### src/rtl/opendap_swd_seq_detect_pkg.sv
// Purpose: shared constants, match window sizing and FSM state types for the SWD sequence detector.
// Latency: n/a (declarations only).
// Backpressure: n/a. Optional feature macro: OPENDAP_ALERT_PREAMBLE_EN.
package opendap_swd_seq_detect_pkg;

  // Sequences as transmitted on the wire, LSB first.
  localparam logic [127:0] ALERT = 128'h19bc0ea2_e3ddafe9_86852d95_6209f392;
  localparam logic [7:0]   ACT   = 8'h1a;
  localparam logic [15:0]  DORM  = 16'he3bc;

  localparam int LINE_RESET_CYCLES_DEF = 50;

`ifdef OPENDAP_ALERT_PREAMBLE_EN
  // Alert must be preceded by eight ones; the oldest bits sit at the bottom.
  localparam int                SREG_W    = 136;
  localparam logic [SREG_W-1:0] ALERT_PAT = {ALERT, 8'hff};
`else
  localparam int                SREG_W    = 128;
  localparam logic [SREG_W-1:0] ALERT_PAT = ALERT;
`endif

  typedef enum logic [1:0] {
    ACT_HUNT = 2'd0,
    ACT_GAP  = 2'd1,
    ACT_CODE = 2'd2
  } act_state_t;

  typedef enum logic [1:0] {
    DRM_IDLE    = 2'd0,
    DRM_ARMED   = 2'd1,
    DRM_CAPTURE = 2'd2
  } drm_state_t;

endpackage

### src/rtl/opendap_swd_seq_detect_if.sv
// Purpose: bit-stream input and event pulses between the DP and the sequence detector.
// Latency: n/a (wiring only).
// Backpressure: none; one bit per swclk, pulses are fire-and-forget.
interface opendap_swd_seq_detect_if;
  logic swdi_reg;
  logic exit_dormant;
  logic enter_dormant;
  logic line_reset;

  // DP side: drives the sampled bit, consumes the event pulses.
  modport master (
    output swdi_reg,
    input  exit_dormant,
    input  enter_dormant,
    input  line_reset
  );

  // Detector side.
  modport slave (
    input  swdi_reg,
    output exit_dormant,
    output enter_dormant,
    output line_reset
  );
endinterface

### src/rtl/opendap_swd_seq_detect_ones_counter.sv
// Purpose: saturating run-of-ones counter with a single pulse when the run reaches THRESHOLD.
// Latency: reach_pulse registered, one cycle after the THRESHOLD-th one; hit is the same-cycle view.
// Backpressure: none; consumes one bit per cycle unconditionally.
module opendap_ones_counter #(
  parameter int THRESHOLD = 50
) (
  input  logic swclk,
  input  logic rst,
  input  logic din,
  output logic hit,
  output logic reach_pulse
);

  localparam logic [5:0] TH = 6'(THRESHOLD);

  logic [5:0] cnt;

  // Current bit is the one that brings the run up to the threshold.
  assign hit = din && (cnt == TH - 6'd1);

  // Count ones, hold at threshold, clear on any zero; register the reach event.
  always_ff @(posedge swclk) begin
    if (rst) begin
      cnt         <= 6'd0;
      reach_pulse <= 1'b0;
    end else begin
      reach_pulse <= hit;
      if (!din)
        cnt <= 6'd0;
      else if (cnt != TH)
        cnt <= cnt + 6'd1;
    end
  end

endmodule

### src/rtl/opendap_swd_seq_detect.sv
// Purpose: detects dormant-exit (alert+gap+activation), line reset and SWD-to-dormant in the SWDIO stream.
// Latency: each pulse is registered, high one cycle after the final bit of its sequence.
// Backpressure: none; free-running on every swclk. Optional: OPENDAP_ALERT_PREAMBLE_EN (8 ones before alert).
module opendap_swd_seq_detect
  import opendap_swd_seq_detect_pkg::*;
#(
  parameter int LINE_RESET_CYCLES = LINE_RESET_CYCLES_DEF
) (
  input  logic                      swclk,
  input  logic                      rst,
  opendap_swd_seq_detect_if.slave   sd
);

  logic din;
  assign din = sd.swdi_reg;

  // History of the previous SREG_W-1 bits, newest at the top. Together with
  // the live bit it forms the full match window, so a match is seen in the
  // same cycle as the final bit and the following FSM state starts on the
  // very next bit.
  logic [SREG_W-2:0] sreg;
  logic [SREG_W-1:0] win;
  logic              alert_hit;
  logic [7:0]        code8;
  logic [15:0]       code16;

  assign win       = {din, sreg};
  assign alert_hit = (win == ALERT_PAT);
  assign code8     = win[SREG_W-1 -: 8];
  assign code16    = win[SREG_W-1 -: 16];

  // Continuous LSB-first shift of the incoming stream.
  always_ff @(posedge swclk) begin
    if (rst) sreg <= '0;
    else     sreg <= win[SREG_W-1:1];
  end

  // Line reset detection.
  logic ones_hit;
  logic line_reset_q;

  opendap_ones_counter #(
    .THRESHOLD (LINE_RESET_CYCLES)
  ) u_ones (
    .swclk       (swclk),
    .rst         (rst),
    .din         (din),
    .hit         (ones_hit),
    .reach_pulse (line_reset_q)
  );

  // Activation FSM state.
  act_state_t act_state, act_nxt;
  logic [1:0] gap_ctr, gap_nxt;
  logic [2:0] abit_ctr, abit_nxt;
  logic       exit_nxt, exit_q;

  // Dormant FSM state.
  drm_state_t drm_state, drm_nxt;
  logic [3:0] dbit_ctr, dbit_nxt;
  logic       enter_nxt, enter_q;

  // Register both FSMs and their output pulses.
  always_ff @(posedge swclk) begin
    if (rst) begin
      act_state <= ACT_HUNT;
      gap_ctr   <= 2'd0;
      abit_ctr  <= 3'd0;
      exit_q    <= 1'b0;
      drm_state <= DRM_IDLE;
      dbit_ctr  <= 4'd0;
      enter_q   <= 1'b0;
    end else begin
      act_state <= act_nxt;
      gap_ctr   <= gap_nxt;
      abit_ctr  <= abit_nxt;
      exit_q    <= exit_nxt;
      drm_state <= drm_nxt;
      dbit_ctr  <= dbit_nxt;
      enter_q   <= enter_nxt;
    end
  end

  // Activation: alert, four zero gap bits, then the 8-bit activation code.
  always_comb begin
    act_nxt  = act_state;
    gap_nxt  = gap_ctr;
    abit_nxt = abit_ctr;
    exit_nxt = 1'b0;
    case (act_state)
      ACT_HUNT: begin
        if (alert_hit) begin
          act_nxt = ACT_GAP;
          gap_nxt = 2'd0;
        end
      end
      ACT_GAP: begin
        if (alert_hit) begin
          gap_nxt = 2'd0;
        end else if (din) begin
          act_nxt = ACT_HUNT;
        end else if (gap_ctr == 2'd3) begin
          act_nxt  = ACT_CODE;
          abit_nxt = 3'd0;
        end else begin
          gap_nxt = gap_ctr + 2'd1;
        end
      end
      ACT_CODE: begin
        if (alert_hit) begin
          act_nxt = ACT_GAP;
          gap_nxt = 2'd0;
        end else if (abit_ctr == 3'd7) begin
          exit_nxt = (code8 == ACT);
          act_nxt  = ACT_HUNT;
        end else begin
          abit_nxt = abit_ctr + 3'd1;
        end
      end
      default: act_nxt = ACT_HUNT;
    endcase
  end

  // Dormant entry: line reset arms, first zero starts a 16-bit capture.
  always_comb begin
    drm_nxt   = drm_state;
    dbit_nxt  = dbit_ctr;
    enter_nxt = 1'b0;
    case (drm_state)
      DRM_IDLE: begin
        if (ones_hit) drm_nxt = DRM_ARMED;
      end
      DRM_ARMED: begin
        // The opening zero is already bit 0 of the capture.
        if (!din) begin
          drm_nxt  = DRM_CAPTURE;
          dbit_nxt = 4'd1;
        end
      end
      DRM_CAPTURE: begin
        if (ones_hit) begin
          drm_nxt = DRM_ARMED;
        end else if (dbit_ctr == 4'd15) begin
          enter_nxt = (code16 == DORM);
          drm_nxt   = DRM_IDLE;
        end else begin
          dbit_nxt = dbit_ctr + 4'd1;
        end
      end
      default: drm_nxt = DRM_IDLE;
    endcase
  end

  assign sd.exit_dormant  = exit_q;
  assign sd.enter_dormant = enter_q;
  assign sd.line_reset    = line_reset_q;

endmodule

### src/flat_wrapper.sv
// flat-port wrapper written by rule: the top's interface ports become plain ports
module opendap_swd_seq_detect_flat import opendap_swd_seq_detect_pkg::*;
#(
  parameter int LINE_RESET_CYCLES = LINE_RESET_CYCLES_DEF
)
  (swclk, rst, sd_swdi_reg, sd_exit_dormant, sd_enter_dormant, sd_line_reset);
  opendap_swd_seq_detect_if sd_i ();
  input  logic swclk;
  input  logic rst;
  input wire logic [$bits(sd_i.swdi_reg)-1:0] sd_swdi_reg;
  output wire logic [$bits(sd_i.exit_dormant)-1:0] sd_exit_dormant;
  output wire logic [$bits(sd_i.enter_dormant)-1:0] sd_enter_dormant;
  output wire logic [$bits(sd_i.line_reset)-1:0] sd_line_reset;
  assign sd_i.swdi_reg = sd_swdi_reg;
  assign sd_exit_dormant = sd_i.exit_dormant;
  assign sd_enter_dormant = sd_i.enter_dormant;
  assign sd_line_reset = sd_i.line_reset;
  opendap_swd_seq_detect #(.LINE_RESET_CYCLES(LINE_RESET_CYCLES)) u_core (.swclk(swclk), .rst(rst), .sd(sd_i));
endmodule
### config.mk
export PLATFORM = sky130hd
export DESIGN_NAME = opendap_swd_seq_detect_flat
export DESIGN_NICKNAME = d
export VERILOG_FILES = /design/src/rtl/opendap_swd_seq_detect_pkg.sv /design/src/rtl/opendap_swd_seq_detect_if.sv /design/src/rtl/opendap_swd_seq_detect_ones_counter.sv /design/src/rtl/opendap_swd_seq_detect.sv /design/src/flat_wrapper.sv
export SDC_FILE = /design/constraint.sdc
export NUM_CORES = 1
export LEC_CHECK = 0
export ABC_CLOCK_PERIOD_IN_PS = 4900
export BUFFER_PORTS_ARGS = -buffer_cell sky130_fd_sc_hd__buf_2
export CAP_MARGIN = 25
export CORE_AREA = 2 2 127 117
export CTS_CLUSTER_DIAMETER = 150
export DETAILED_ROUTE_END_ITERATION = 12
export DIE_AREA = 0 0 129 119
export REMOVE_ABC_BUFFERS = 1
export SYNTH_ARGS = -nofsm -noshare
export SYNTH_HDL_FRONTEND = slang
export SYNTH_HIERARCHICAL = 1
export SYNTH_SLANG_ARGS = --single-unit
### constraint.sdc
create_clock -name swclk -period 4.9 [get_ports swclk]
set_input_delay 0.245 -clock swclk [delete_from_list [all_inputs] [get_ports swclk]]
set_output_delay 0.245 -clock swclk [all_outputs]
set_load 0.02 [all_outputs]
==> impl_metrics.json <==
{
  "status": "complete, no violations",
  "p_per_area_mw_per_mm2": 448.3,
  "rows": 42,
  "drc": 0,
  "timing.final.ws_setup_ps": 2822,
  "whs_endpoint": "u_core/sreg[126]$_SDFF_PP0_",
  "finalCritPeriodShare": 0.4241,
  "min_path_type": "input port to flip-flop",
  "drive_gt1_frac": 0.1228,
  "grt_pass1_wl_microns": 13400,
  "die_area_sq_mm": 0.01535,
  "pre_cts_slack_ps": 2786,
  "finalSetupTns_ps": 0,
  "routedWlPerCell_microns": 12.20,
  "yosysMostFrequentCell": "dfxtp_1",
  "post_cts_buffers": 0,
  "synth_seq_area_share": 0.6165,
  "critPathKind": "flip-flop to flip-flop",
  "start_kind": "flip-flop",
  "synth_cell_types": 39,
  "grt_pass1_vias": 2833,
  "r2r_slack_ps": 2820,
  "place_hpwl_microns": 4907,
  "worstPathArrival_ps": 2380,
  "setup_violations": 0,
  "cts.sinks": 149,
  "ctsResizeCount": 0,
  "n_fill_cell": 1362,
  "p_leak_nw": 2.119,
  "place_congestion": 0.7516,
  "rsz0062_at_grt": "false",
  "async_flop_share": 0,
  "fin_skew_ps": 7.206,
  "synth-edff-count": 0,
  "synth_top_cells_by_count": "149 x dfxtp_1, 128 x nor2b_1, 16 x clkbuf_1, 16 x nor2_1, 11 x nor3_1",
  "peakVddDrop_mv": 0.2276,
  "postRouteAntennaNets": 0,
  "grt_max_degree": 82,
  "ys_warn_count": 6,
  "num_antenna_cells": 0,
  "vias": 2836,
  "report.final.slew_viol_count": 0,
  "die_h_microns": 119,
  "area_delta_synth_final_pct": 16.99,
  "h-tree-depth": 4,
  "synthTopCellsByArea": "dfxtp_1 62%, nor2b_1 17%, ha_1 1.8%, and4b_1 1.4%, and4bb_2 1.3%",
  "antenna_found_initial": 0,
  "wl_microns": 7881,
  "cts_tree": "built",
  "dieWidth_microns": 129,
  "end_kind": "flip-flop",
  "holdBufCountCts": 0,
  "initialDrtViolationCount": 142,
  "dr.pass1.iters": 4,
  "hold_violations": 0,
  "synth_cells": 426,
  "grtUsageTotal": 0.1149,
  "whs_path_depth": 2,
  "yosys.area.top_type": "dfxtp_1",
  "clk_path_buf_depth": 2,
  "finalCriticalPeriod_ps": 2078,
  "core_sq_mm": 0.01424,
  "insertion_delay_ps": 420,
  "r2r_cells": 6,
  "worstReg2RegEnd": "u_core/abit_ctr[0]$_SDFFE_PP0P_",
  "via_per_inst": 4.390,
  "finalPower_mw": 2.538,
  "num-nets-final": 445,
  "global_route.overflow_total": 0,
  "synth_top_area_share": 0.6165,
  "portBuffers": 5,
  "critPathRequiredTime_ps": 5210,
  "worstMarginPinSlew_ps": 790.7,
  "seq_area_sq_mm": 0.002983,
  "fmax_mhz": 481.2,
  "syn_avg_cell_area_sq_um": 11.36,
  "synthesis.area_sq_mm": 0.004838,
  "ys.flop_type": "dfxtp_1",
  "numCtsBuffers": 17,
  "ys_seq_elements": 149,
  "holdCritStartpoint": "sd_swdi_reg",
  "start_util": 0.3397,
  "slew_headroom": 0.4729,
  "pin_count": 6,
  "drv_cap": 0,
  "multi_input_area_sq_mm": 0.001788,
  "r2r_start": "u_core/sreg[113]$_SDFF_PP0_",
  "crit_fanout": 5,
  "clk_pin_slew_ps": 60,
  "final_core_util": 0.3975,
  "ctsRootBufferMaster": "clkbuf_16"
}
==> cells by family after synthesis <==
| kind of cell | count (synthesis) | share of synthesized area |
|---|---|---|
| and+or+nand+nor | 232 | 0.3160 |
| adders and majority gates | 7 | 0.01810 |
| buffers and inverters | 18 | 0.01397 |
| DFF | 149 | 0.6165 |
| AOI/OAI and AO/OA | 11 | 0.01707 |
| xor gates and xnor gates | 5 | 0.009051 |
| muxes | 4 | 0.009309 |
==> sequential cells by signal, indices dropped and copies added, names as in the netlist, 2 cells and up <==
signal and cells:
u_core/dbit_ctr 4, u_core/u_ones/cnt 6, u_core/drm_state 2, u_core/sreg 127, u_core/gap_ctr 2, u_core/act_state 2
u_core/abit_ctr 3
==> stage by stage <==
stage	hold slack [ps]	cells	cell area, sq um
2_1_floorplan	314.1	410	4778
3_3_place_gp	436.8	614	5061
3_5_place_dp	444.5	614	5061
4_1_cts	141.7	646	5660
5_1_grt	169.3	646	5660
6_report	172.4	646	5660
==> layout make-up <==
type,count,area share
Multi-Input combinational cell,259,0.3159
Tap cell,198,0.04377
Sequential cell,149,0.5270
Clock inverter,14,0.02829
Inverter,2,0.001326
Timing Repair Buffer,6,0.006189
Clock buffer,18,0.07759
==> per-layer routing <==
metal  global-route usage  up-vias  part of all wire
met5                    0        -                 0
met4              0.06114        0             0.021
met3              0.04447       15             0.033
met2               0.1660       30              0.44
met1               0.1474     1338              0.51
li1                     -     1453                 -
==> critical path, cell delays in order, from the launching register on <==
cell and delay [ps]:
dfxtp_1 320, nor3b_1 200, nand4_1 230, nor4_2 440, nand4_2 280, o21ai_4 170
mux2_4 320
==> how the worst max path moves through the flow <==
stage                                      from                         endpoint  slack [ps]
floorplan             u_core/sreg[3]$_SDFF_PP0_  u_core/abit_ctr[0]$_SDFFE_PP0P_        3190
finish              u_core/sreg[113]$_SDFF_PP0_  u_core/abit_ctr[0]$_SDFFE_PP0P_        2820
detailed placement  u_core/sreg[118]$_SDFF_PP0_  u_core/abit_ctr[0]$_SDFFE_PP0P_        2790
CTS                 u_core/sreg[115]$_SDFF_PP0_  u_core/abit_ctr[0]$_SDFFE_PP0P_        2770
global placement    u_core/sreg[114]$_SDFF_PP0_  u_core/abit_ctr[0]$_SDFFE_PP0P_        2750
global route        u_core/sreg[113]$_SDFF_PP0_  u_core/abit_ctr[0]$_SDFFE_PP0P_        2720
==> cell usage in the layout, fill, tap and decap left out, drive strengths merged, types with 7 or more instances in the layout <==
cell type and count:
and4b 7, clkbuf 18, dfxtp 149, ha 7, nand2 9, nand3 7, nand4 11, nor2 16
nor2b 128, nor3 11, nor4b 8
==> where the power goes <==
| group | switching (mW) | internal [mW] |
|---|---|---|
| sequential | 0.00173 | 1.21 |
| combinational | 0.0214 | 0.00464 |
| clock | 0.489 | 0.807 |
(Power assumes the default switching activity.)
